**src/rtl/rx_bitalign_pkg.sv**
```systemverilog
// rx_bitalign_pkg: state encoding and eye record shared by the RX bit-alignment controller.
package rx_bitalign_pkg;

    // Eye fields are sized for the widest supported TAP_W; users cast down to TAP_W.
    localparam int EYE_W = 16;

    typedef enum logic [3:0] {
        ST_IDLE,
        ST_LOAD0,
        ST_CLR,
        ST_SETTLE,
        ST_SAMPLE,
        ST_STEP,
        ST_CENTER_LOAD,
        ST_CENTER_MOVE,
        ST_NEXT,
        ST_DONE
    } rx_bitalign_state_t;

    typedef struct packed {
        logic [EYE_W-1:0] start;
        logic [EYE_W-1:0] len;
    } rx_bitalign_eye_t;

endpackage

```
**src/rtl/rx_bitalign_eye_track.sv**
```systemverilog
// rx_bitalign_eye_track: tracks the current clean-tap run and the widest run seen, and derives its centre.
module rx_bitalign_eye_track
    import rx_bitalign_pkg::*;
#(
    parameter int TAP_W = 8
) (
    input  logic             clk,
    input  logic             rst_n,
    input  logic             clr,
    input  logic             smp,
    input  logic             good,
    input  logic             last,
    input  logic [TAP_W-1:0] tap,
    output logic [TAP_W-1:0] best_start,
    output logic [TAP_W-1:0] best_len,
    output logic [TAP_W-1:0] centre
);

    rx_bitalign_eye_t run_q, run_d, best_q, best_d, eff;

    always_comb begin
        eff = '{start: (good && run_q.len == '0) ? EYE_W'(tap) : run_q.start,
                len:   run_q.len + EYE_W'(good)};
        run_d  = run_q;
        best_d = best_q;
        if (clr) begin
            run_d  = '0;
            best_d = '0;
        end else if (smp) begin
            run_d = eff;
            // Strictly greater keeps the lower-start eye on a tie.
            if (!good || last) begin
                run_d.len = '0;
                best_d    = (eff.len > best_q.len) ? eff : best_q;
            end
        end
    end

    always_ff @(posedge clk or negedge rst_n) begin
        if (!rst_n) begin
            run_q  <= '0;
            best_q <= '0;
        end else begin
            run_q  <= run_d;
            best_q <= best_d;
        end
    end

    assign best_start = TAP_W'(best_q.start);
    assign best_len   = TAP_W'(best_q.len);
    assign centre     = TAP_W'(best_q.start + (best_q.len >> 1));

endmodule

```
**src/rtl/rx_iod_bitalign_mlane.sv**
```systemverilog
// rx_iod_bitalign_mlane: per-lane IOD tap sweep that parks each delay at its widest eye centre.
// Define RX_BITALIGN_WIN_REPORT_EN to add the BIT_ALGN_LEFT_WIN/BIT_ALGN_RGHT_WIN eye-edge outputs.
module rx_iod_bitalign_mlane
    import rx_bitalign_pkg::*;
#(
    parameter int LANES   = 4,
    parameter int TAP_W   = 8,
    parameter int TAP_MAX = 127,
    parameter int WAIT_W  = 3,
    parameter int MIN_EYE = 4
) (
    input  logic                                       SCLK,
    input  logic                                       RESETN,
    input  logic                                       PLL_LOCK,
    input  logic                                       BIT_ALGN_RSTRT,
    input  logic                                       BIT_ALGN_SKIP,
    input  logic [LANES-1:0]                           IOD_EARLY,
    input  logic [LANES-1:0]                           IOD_LATE,
    input  logic [LANES-1:0]                           IOD_OOR,
    output logic                                       BIT_ALGN_START,
    output logic                                       BIT_ALGN_DONE,
    output logic [LANES-1:0]                           BIT_ALGN_ERR,
    output logic [LANES-1:0]                           BIT_ALGN_CLR_FLGS,
    output logic [LANES-1:0]                           BIT_ALGN_LOAD,
    output logic [LANES-1:0]                           BIT_ALGN_MOVE,
    output logic                                       BIT_ALGN_DIR,
    output logic [(LANES > 1 ? $clog2(LANES) : 1)-1:0] LANE_SEL,
`ifdef RX_BITALIGN_WIN_REPORT_EN
    output logic [LANES*TAP_W-1:0]                     BIT_ALGN_LEFT_WIN,
    output logic [LANES*TAP_W-1:0]                     BIT_ALGN_RGHT_WIN,
`endif
    output logic [LANES*TAP_W-1:0]                     BIT_ALGN_TAPDLY
);

    localparam int LW = (LANES > 1) ? $clog2(LANES) : 1;

    rx_bitalign_state_t     state_q, state_d;
    logic [LW-1:0]          lane_q, lane_d;
    logic [TAP_W-1:0]       tap_q, tap_d, mv_q, mv_d;
    logic [WAIT_W-1:0]      wait_q, wait_d;
    logic [LANES*TAP_W-1:0] tapdly_q, tapdly_d;
    logic [LANES-1:0]       err_q, err_d, lane_oh;
    logic                   good, last, eye_bad, mv_last, wr_lane;
    logic [TAP_W-1:0]       best_start, best_len, centre;

    assign good    = !IOD_EARLY[lane_q] && !IOD_LATE[lane_q] && !IOD_OOR[lane_q];
    assign last    = IOD_OOR[lane_q] || tap_q == TAP_W'(TAP_MAX);
    assign eye_bad = best_len < TAP_W'(MIN_EYE);
    assign mv_last = mv_q + TAP_W'(1) == centre;
    assign wr_lane = (state_q == ST_CENTER_LOAD && (eye_bad || centre == '0)) ||
                     (state_q == ST_CENTER_MOVE && mv_last);

    rx_bitalign_eye_track #(.TAP_W(TAP_W)) u_eye (
        .clk        (SCLK),
        .rst_n      (RESETN),
        .clr        (state_q == ST_LOAD0),
        .smp        (state_q == ST_SAMPLE),
        .good       (good),
        .last       (last),
        .tap        (tap_q),
        .best_start (best_start),
        .best_len   (best_len),
        .centre     (centre)
    );

    always_ff @(posedge SCLK or negedge RESETN) begin
        if (!RESETN) state_q <= ST_IDLE;
        else         state_q <= state_d;
    end

    always_comb begin
        state_d = state_q;
        case (state_q)
            ST_IDLE:        if (PLL_LOCK) state_d = BIT_ALGN_SKIP ? ST_DONE : ST_LOAD0;
            ST_LOAD0:       state_d = ST_CLR;
            ST_CLR:         state_d = ST_SETTLE;
            ST_SETTLE:      if (&wait_q) state_d = ST_SAMPLE;
            ST_SAMPLE:      state_d = last ? ST_CENTER_LOAD : ST_STEP;
            ST_STEP:        state_d = ST_CLR;
            ST_CENTER_LOAD: state_d = (eye_bad || centre == '0) ? ST_NEXT : ST_CENTER_MOVE;
            ST_CENTER_MOVE: if (mv_last) state_d = ST_NEXT;
            ST_NEXT:        state_d = (lane_q == LW'(LANES - 1)) ? ST_DONE : ST_LOAD0;
            ST_DONE:        state_d = ST_DONE;
            default:        state_d = ST_IDLE;
        endcase
        if ((!PLL_LOCK && state_q != ST_IDLE) || BIT_ALGN_RSTRT) state_d = ST_IDLE;
    end

    always_comb begin
        lane_oh           = LANES'(1) << lane_q;
        BIT_ALGN_LOAD     = (state_q == ST_LOAD0 || state_q == ST_CENTER_LOAD) ? lane_oh : '0;
        BIT_ALGN_CLR_FLGS = (state_q == ST_CLR) ? lane_oh : '0;
        BIT_ALGN_MOVE     = (state_q == ST_STEP || state_q == ST_CENTER_MOVE) ? lane_oh : '0;
        BIT_ALGN_START    = state_q != ST_IDLE && state_q != ST_DONE;
        BIT_ALGN_DONE     = state_q == ST_DONE;
    end

    always_comb begin
        tap_d    = (state_q == ST_LOAD0) ? '0 : (state_q == ST_STEP) ? tap_q + TAP_W'(1) : tap_q;
        wait_d   = (state_q == ST_SETTLE) ? wait_q + WAIT_W'(1) : '0;
        mv_d     = (state_q == ST_CENTER_MOVE) ? mv_q + TAP_W'(1) : '0;
        lane_d   = (state_q == ST_IDLE) ? '0 :
                   (state_q == ST_NEXT && lane_q != LW'(LANES - 1)) ? lane_q + LW'(1) : lane_q;
        tapdly_d = tapdly_q;
        err_d    = err_q;
        if (BIT_ALGN_RSTRT) begin
            tapdly_d = '0;
            err_d    = '0;
        end else if (wr_lane) begin
            tapdly_d[lane_q*TAP_W +: TAP_W] = eye_bad ? '0 : centre;
            err_d[lane_q]                   = err_q[lane_q] | eye_bad;
        end
    end

    always_ff @(posedge SCLK or negedge RESETN) begin
        if (!RESETN) begin
            lane_q   <= '0;
            tap_q    <= '0;
            mv_q     <= '0;
            wait_q   <= '0;
            tapdly_q <= '0;
            err_q    <= '0;
        end else begin
            lane_q   <= lane_d;
            tap_q    <= tap_d;
            mv_q     <= mv_d;
            wait_q   <= wait_d;
            tapdly_q <= tapdly_d;
            err_q    <= err_d;
        end
    end

`ifdef RX_BITALIGN_WIN_REPORT_EN
    logic [LANES*TAP_W-1:0] left_q, left_d, rght_q, rght_d;

    always_comb begin
        left_d = left_q;
        rght_d = rght_q;
        if (BIT_ALGN_RSTRT) begin
            left_d = '0;
            rght_d = '0;
        end else if (wr_lane) begin
            left_d[lane_q*TAP_W +: TAP_W] = eye_bad ? '0 : best_start;
            rght_d[lane_q*TAP_W +: TAP_W] = eye_bad ? '0 : best_start + best_len - TAP_W'(1);
        end
    end

    always_ff @(posedge SCLK or negedge RESETN) begin
        if (!RESETN) begin
            left_q <= '0;
            rght_q <= '0;
        end else begin
            left_q <= left_d;
            rght_q <= rght_d;
        end
    end

    assign BIT_ALGN_LEFT_WIN = left_q;
    assign BIT_ALGN_RGHT_WIN = rght_q;
`else
    logic win_unused;
    assign win_unused = ^best_start;
`endif

    assign BIT_ALGN_TAPDLY = tapdly_q;
    assign BIT_ALGN_ERR    = err_q;
    assign BIT_ALGN_DIR    = 1'b1;
    assign LANE_SEL        = lane_q;

endmodule
```
**config.mk**
```make
export PLATFORM = sky130hd
export DESIGN_NAME = rx_iod_bitalign_mlane
export DESIGN_NICKNAME = d
export VERILOG_FILES = /design/src/rtl/rx_bitalign_pkg.sv /design/src/rtl/rx_bitalign_eye_track.sv /design/src/rtl/rx_iod_bitalign_mlane.sv
export SDC_FILE = /design/constraint.sdc
export NUM_CORES = 1
export LEC_CHECK = 0
export ABC_AREA = 1
export CORE_ASPECT_RATIO = 0.9
export CORE_MARGIN = 4
export CORE_UTILIZATION = 50
export DETAILED_ROUTE_END_ITERATION = 10
export PLACE_DENSITY_LB_ADDON = 0.05
export SYNTH_ARGS = -nofsm -noshare
export SYNTH_HDL_FRONTEND = slang
export SYNTH_SLANG_ARGS = --single-unit
```
**constraint.sdc**
```tcl
create_clock -name SCLK -period 8 [get_ports SCLK]
set_input_delay 1.6 -clock SCLK [delete_from_list [all_inputs] [get_ports SCLK]]
set_output_delay 1.6 -clock SCLK [all_outputs]
set_load 0.01 [all_outputs]
```
# == Yosys cells after proc, flatten, opt, wreduce, memory -nomap -nowiden ==
# Index checks and enable logic that the tools add are counted.
# word_totals
rom_bits,0
latch_bits,0
mem_count,0
ramBits,0
in_bits,17
register_bits,117
out_inout_bits,53
word_cells,121
# op_classes
n_mul,0
n_eq_ne,17
n_div,0
n_shift,3
n_lt_le_gt_ge,4
n_reduce_logical,35
bitwise,1
addsub,7
mux,43
# ops
operator,count
$mux W32,4
$mux W24,4
$mux W4,12
$pmux W4 S9,1
$neg A5 Y34,1
$shift A8 B34 Y32 const A,1
$shiftx A8 B34 Y32,1
$bwmux W32,1
$mux W16,2
$mux W8,4
$add A16 B1 Y16,1
$add A8 B1 Y8 const B,2
$eq A4 B3 Y1 const B,4
$gt A16 B16 Y1,1
$logic_not A16 Y1,1
$reduce_bool A2 Y1,6
$logic_and A1 B1 Y1,9
$reduce_and A3 Y1,3
$add A8 B8 Y8,1
$bmux W1 S2,4
$eq A4 B2 Y1 const B,2
$eq A4 B4 Y1 const B,2
$eq A8 B7 Y1 const B,1
$eq A8 B8 Y1,1
24 further kinds,41

# == Depth between registers and ports, before layout ==
# logic_depth
depth_word,11
mapped_depth,28
mapped_depth_nobuf,27

# == Cells and area by module ==
# From an unflattened synthesis, not the netlist that was laid out.
# hier_totals
cells_unflattened,965
hier_area_um2,7034.2
# modules_own_cells
module,instances,cells_per_inst,area_each_um2
rx_iod_bitalign_mlane,1,490,3527.1
rx_bitalign_eye_track,1,475,3507.1

# == Worst setup path before layout ==
# Ideal clock, no wire load.
# synth_timing
kind,input-to-reg
from,input port IOD_EARLY[0]
to,register u_eye.best_q[15] (netlist name)
cell_stages,24
arrival_time_ns,4.539
slack_ns,3.334
cell_sequence,nor3_1 nand3b_1 nand2_1 inv_1 nand2_2 inv_1 ha_1 ha_1 nand4_1 nor2_1 nand2_1 nor2_1 nand4_1 xor2_1 inv_1 ha_1 nand4_1 nor3_1 nand2_1 o211ai_1 nand2_2 buf_4 nand3_1 o21ai_0
# synth_via
elab_chain_len,10
word_cells_on_any_way,16
classes_between,add/sub: 1; order compare: 1; mux: 6; reduce/logical: 8
# synth_rtl
item,line_no,text
start: declaration,rx_iod_bitalign_mlane.sv:17,"input logic [LANES-1:0] IOD_EARLY,"
$bmux W1 S2 *,rx_iod_bitalign_mlane.sv:46,assign good = !IOD_EARLY[lane_q] && !IOD_LATE[lane_q] && !IOD_OOR[lane_q];
$mux W1 (not written as such) *,rx_iod_bitalign_mlane.sv:46,
$logic_not A1 Y1 *,rx_iod_bitalign_mlane.sv:46,
$logic_and A1 B1 Y1 * (2 in series),rx_iod_bitalign_mlane.sv:46,
branches (longest 5 deep; another with $add A16 B1 Y16),n/a,
end signal: assignment,rx_bitalign_eye_track.sv:45,best_q <= best_d;
end: declaration,rx_bitalign_eye_track.sv:19,"rx_bitalign_eye_t run_q, run_d, best_q, best_d, eff;"
# Mark *: on every way between the ends. The select of a mux whose other input is x is not followed.
# A chain may end at the register's enable or synchronous reset.

# == Worst setup path in the final report ==
# layout_timing
from,input port IOD_EARLY[0]
to,register u_eye.best_q (netlist bit u_eye.best_len[0])
# Same word-level chain as after synthesis.

==> summary.md <==
| Metric | Value |
|---|---|
| Max-slew violations | 0 |
| Tcrit/Tclk final | 72.03% |
| DR DRC count | 0 |
| Final WL | 17310 um |
| Crit. End Element | flip-flop |
| Pre-antenna DRT Iters | 5 |
| Total GRT Usage | 22.97% |
| Finish-stage setup viols | 0 |
| Leak Pwr | 3.883 nW |
| CP Class | primary input to flip-flop |
| HPWL after DPL | 13020 um |
| Routed met2 length | 7127 um |
| Worst-path maximum fanout | 41 |
| Placed cell count | 1145 |
| Routed len/inst | 14.91 um |
| Initial Utilization | 51.32% |
| Critical path arrival | 5990 ps |
| Die width | 131.7 um |
| Routability cong. | 0.9344 |
| Layout Cells excl Fill | 1161 |
| Crit path buf inv count | 4 |
| Status | complete, no violations |
| Placed Area | 7656 um2 |
| Largest stage delay, worst path | 610 ps |
| Largest net degree at the start of global routing | 69 |
| Clock Sinks | 109 |
| Layout net count | 1039 |
| Synthesized instance count | 930 |
| WP depth | 24 |
| Pre-CTS setup slack | 1930 ps |
| Antenna Violating Nets Remaining | 0 |
| Reg-to-reg setup timing slack | 2950 ps |
| Post-route worst setup slack | 2238 ps |
| Least-Margin Pin Slew | 1010 ps |
| Critical path origin | IOD_EARLY[0] |
| RSZ-0062 raised after global routing | no |
| Clk root buf | clkbuf_16 |
| CP delay by family, top | simple AND/OR/NAND/NOR gates |
| Grt ovf | 0 |
| Sequential share of the synthesized area | 39.62% |
| Syn nets | 981 |
| Hold WC Path Type | flip-flop to flip-flop |
| Hold depth | 1 |
| End point of the critical path | u_eye.best_len[0]$_DFFE_PN0P_ |
| Maxcap violations | 0 |
| DR iter-0 viols | 601 |
| Worst Min Path Start | wait_q[0]$_DFF_PN0_ |
| Slew Limit Headroom | 32.39% |
| Global-route wire length before repair | 29680 um |
| Max Clk Rate | 0.1735 GHz |
| Die ar. | 15710 um2 |
| TNS Setup | 0 ps |
| FP Rows | 40 |
| H-tree lvl count | 3 |
| Port Buffers | 68 |
| Die Span Y | 119.3 um |
| Seq cells post-synth | 109 |
| Critical path startpoint category | primary input |
| PostCTS Resize Cnt | 0 |
| Worst EP required | 8230 ps |
| Slowest cell on crit path | nand2_2 |
| Layout cell share with drive strength beyond 1 | 9.265% |
| Clock Latency Late Sink | 360 ps |
| Clk_skew | 13.23 ps |
| Yosys warnings | 0 |
| DR top layer | met4 |
| Area growth from synthesis to layout | 16.01% |
| Final hold violation count | 0 |
| Clock Path Buffers | 2 |
| Pwr/cell area | 192.6 nW/um2 |
| Cts bufs inserted | 9 |
| Average cell area after synthesis | 7.402 um2 |
| Yosys cell types | 40 |
| Top Ports | 70 |
| Maximum VDD drop | 0.0001899 V |
| Vias in the first global route | 5850 |
| Post-CTS setup buffers | 0 |
| Core ar. | 13410 um2 |
| Post-Syn Area | 6884 um2 |
| R2r endpoint | u_eye.best_len[0]$_DFFE_PN0P_ |
| CTS tree | built |
| Final Cell Area | 7986 um2 |
| DR vias/cell | 5.333 |
| Clock transition at the registers of the reported paths | 80 ps |
| RR Startpoint | LANE_SEL[0]$_DFFE_PN0P_ |
| Routed length on met1 | 9103 um |
| CTS hold repair buffers | 0 |
| Metal3 WL | 899 um |
| Final min period | 5762 ps |
| Initial antenna violation count | 0 |
| Via count | 6192 |
| Worst-path cell chain | clkdlybuf4s50_1 -> nor3_1 -> nand3b_1 -> nand2_1 -> inv_1 -> nand2_2 -> inv_1 -> ha_1 -> ha_1 -> nand4_1 -> nor2_1 -> nand2_1 -> nor2_1 -> nand4_1 -> xor2_1 -> inv_1 -> ha_1 -> nand4_1 -> nor3_1 -> nand2_1 -> o211ai_1 -> nand2_2 -> nand3_1 -> o21ai_1 |
| Number of diodes | 0 |
| Cell count of the worst reg-to-reg path | 24 |
how the worst min path moves through the flow:
| stage | to | slack (ps) |
|---|---|---|
| after CTS | wait_q[0]$_DFF_PN0_ | 450 |
| after global routing | wait_q[0]$_DFF_PN0_ | 470 |
| after floorplan | wait_q[0]$_DFF_PN0_ | 410 |
| after detailed placement | wait_q[0]$_DFF_PN0_ | 440 |
| after global placement | wait_q[0]$_DFF_PN0_ | 430 |
| final | wait_q[0]$_DFF_PN0_ | 440 |
synth_stat cells, drive strengths merged:
cell	n	area, um2
nand2	259	1162
nand3	122	648.1
inv	116	435.4
nor2	114	447.9
dfrtp	109	2728
o21ai	39	195.2
ha	33	412.9
a21oi	23	118.9
nand4	23	143.9
nor3	20	100.1
o22ai	16	100.1
buf	14	101.4
clkbuf	10	37.54
xor2	8	70.07
xnor2	5	43.79
clkinv	3	11.26
or2	3	21.27
a211oi	2	15.01
nand3b	2	15.01
nor4	2	12.51
o211ai	2	15.01
a22o	1	8.760
conb	1	3.750
fa	1	20.02
nor3b	1	7.510
o311ai	1	8.760
sequential cells by signal, indices dropped and copies added, names as in the netlist:
name	count
BIT_ALGN_TAPDLY	32
u_eye.run_q	24
mv_q	8
tap_q	8
u_eye.best_len	8
u_eye.best_q	8
u_eye.best_start	8
BIT_ALGN_ERR	4
state_q	4
wait_q	3
LANE_SEL	2
where the power goes:
part           internal, W  leakage [nW]  total [W]  switching, W
combinational     0.000121          2.21   0.000434      0.000313
sequential        0.000584          1.52   0.000619     0.0000348
clock             0.000254         0.159   0.000485      0.000231
layout by cell type, fill, tap and decap left out, types with 2 or more instances in the layout:
cell / n
nand3_2: 5
nor2_1: 108
nand4_1: 23
xor2_1: 8
nand3_1: 116
inv_1: 114
xnor2_1: 5
nand2_2: 50
o211ai_1: 2
clkinv_8: 3
buf_4: 4
inv_6: 2
ha_1: 33
dfrtp_1: 109
nand3b_1: 2
nor4_1: 2
clkinv_1: 3
a21oi_1: 22
nand2_1: 205
nor3_1: 20
o21ai_1: 15
clkdlybuf4s50_1: 67
nor2_2: 5
o22ai_1: 16
or2_2: 2
o21ai_0: 24
nand2_8: 4
inv_2: 2
a211oi_1: 2
clkbuf_16: 9
cell type report:
cell class                 count  area (um2)
multi-input combinational    678        3571
clock inverter                 7       105.1
sequential                   109        2728
fill                        1278        5426
inverter                     119       446.7
timing repair buffer          71       700.7
clock buffer                   9       225.2
tap                          168       210.2
layer usage:
| layer | global-route usage, % | vias up |
|---|---|---|
| met5 | 0 | - |
| met4 | 4.790 | 0 |
| met3 | 4.054 | 16 |
| met2 | 32.47 | 146 |
| met1 | 36.45 | 2900 |
| li1 | - | 3130 |
cells by family after synthesis:
| group | synth area share [%] |
|---|---|
| simple gates | 37.17 |
| fa+ha+maj | 6.289 |
| compound gates | 6.707 |
| other cells | 0.05447 |
| buf+inv | 8.506 |
| xor+xnor | 1.654 |
| flops | 39.62 |
metrics by stage:
stage                     power [W]  utilization, %  hold slack (ps)
after floorplan           0.0009174               -            409.9
after global placement     0.001059           57.08            425.5
after detailed placement   0.001060           57.08            437.0
after CTS                  0.001549           59.54            447.7
after global routing       0.001628           59.54            466.3
final                      0.001538           59.54            441.6
Note: power is estimated with default switching activity, not from simulation.
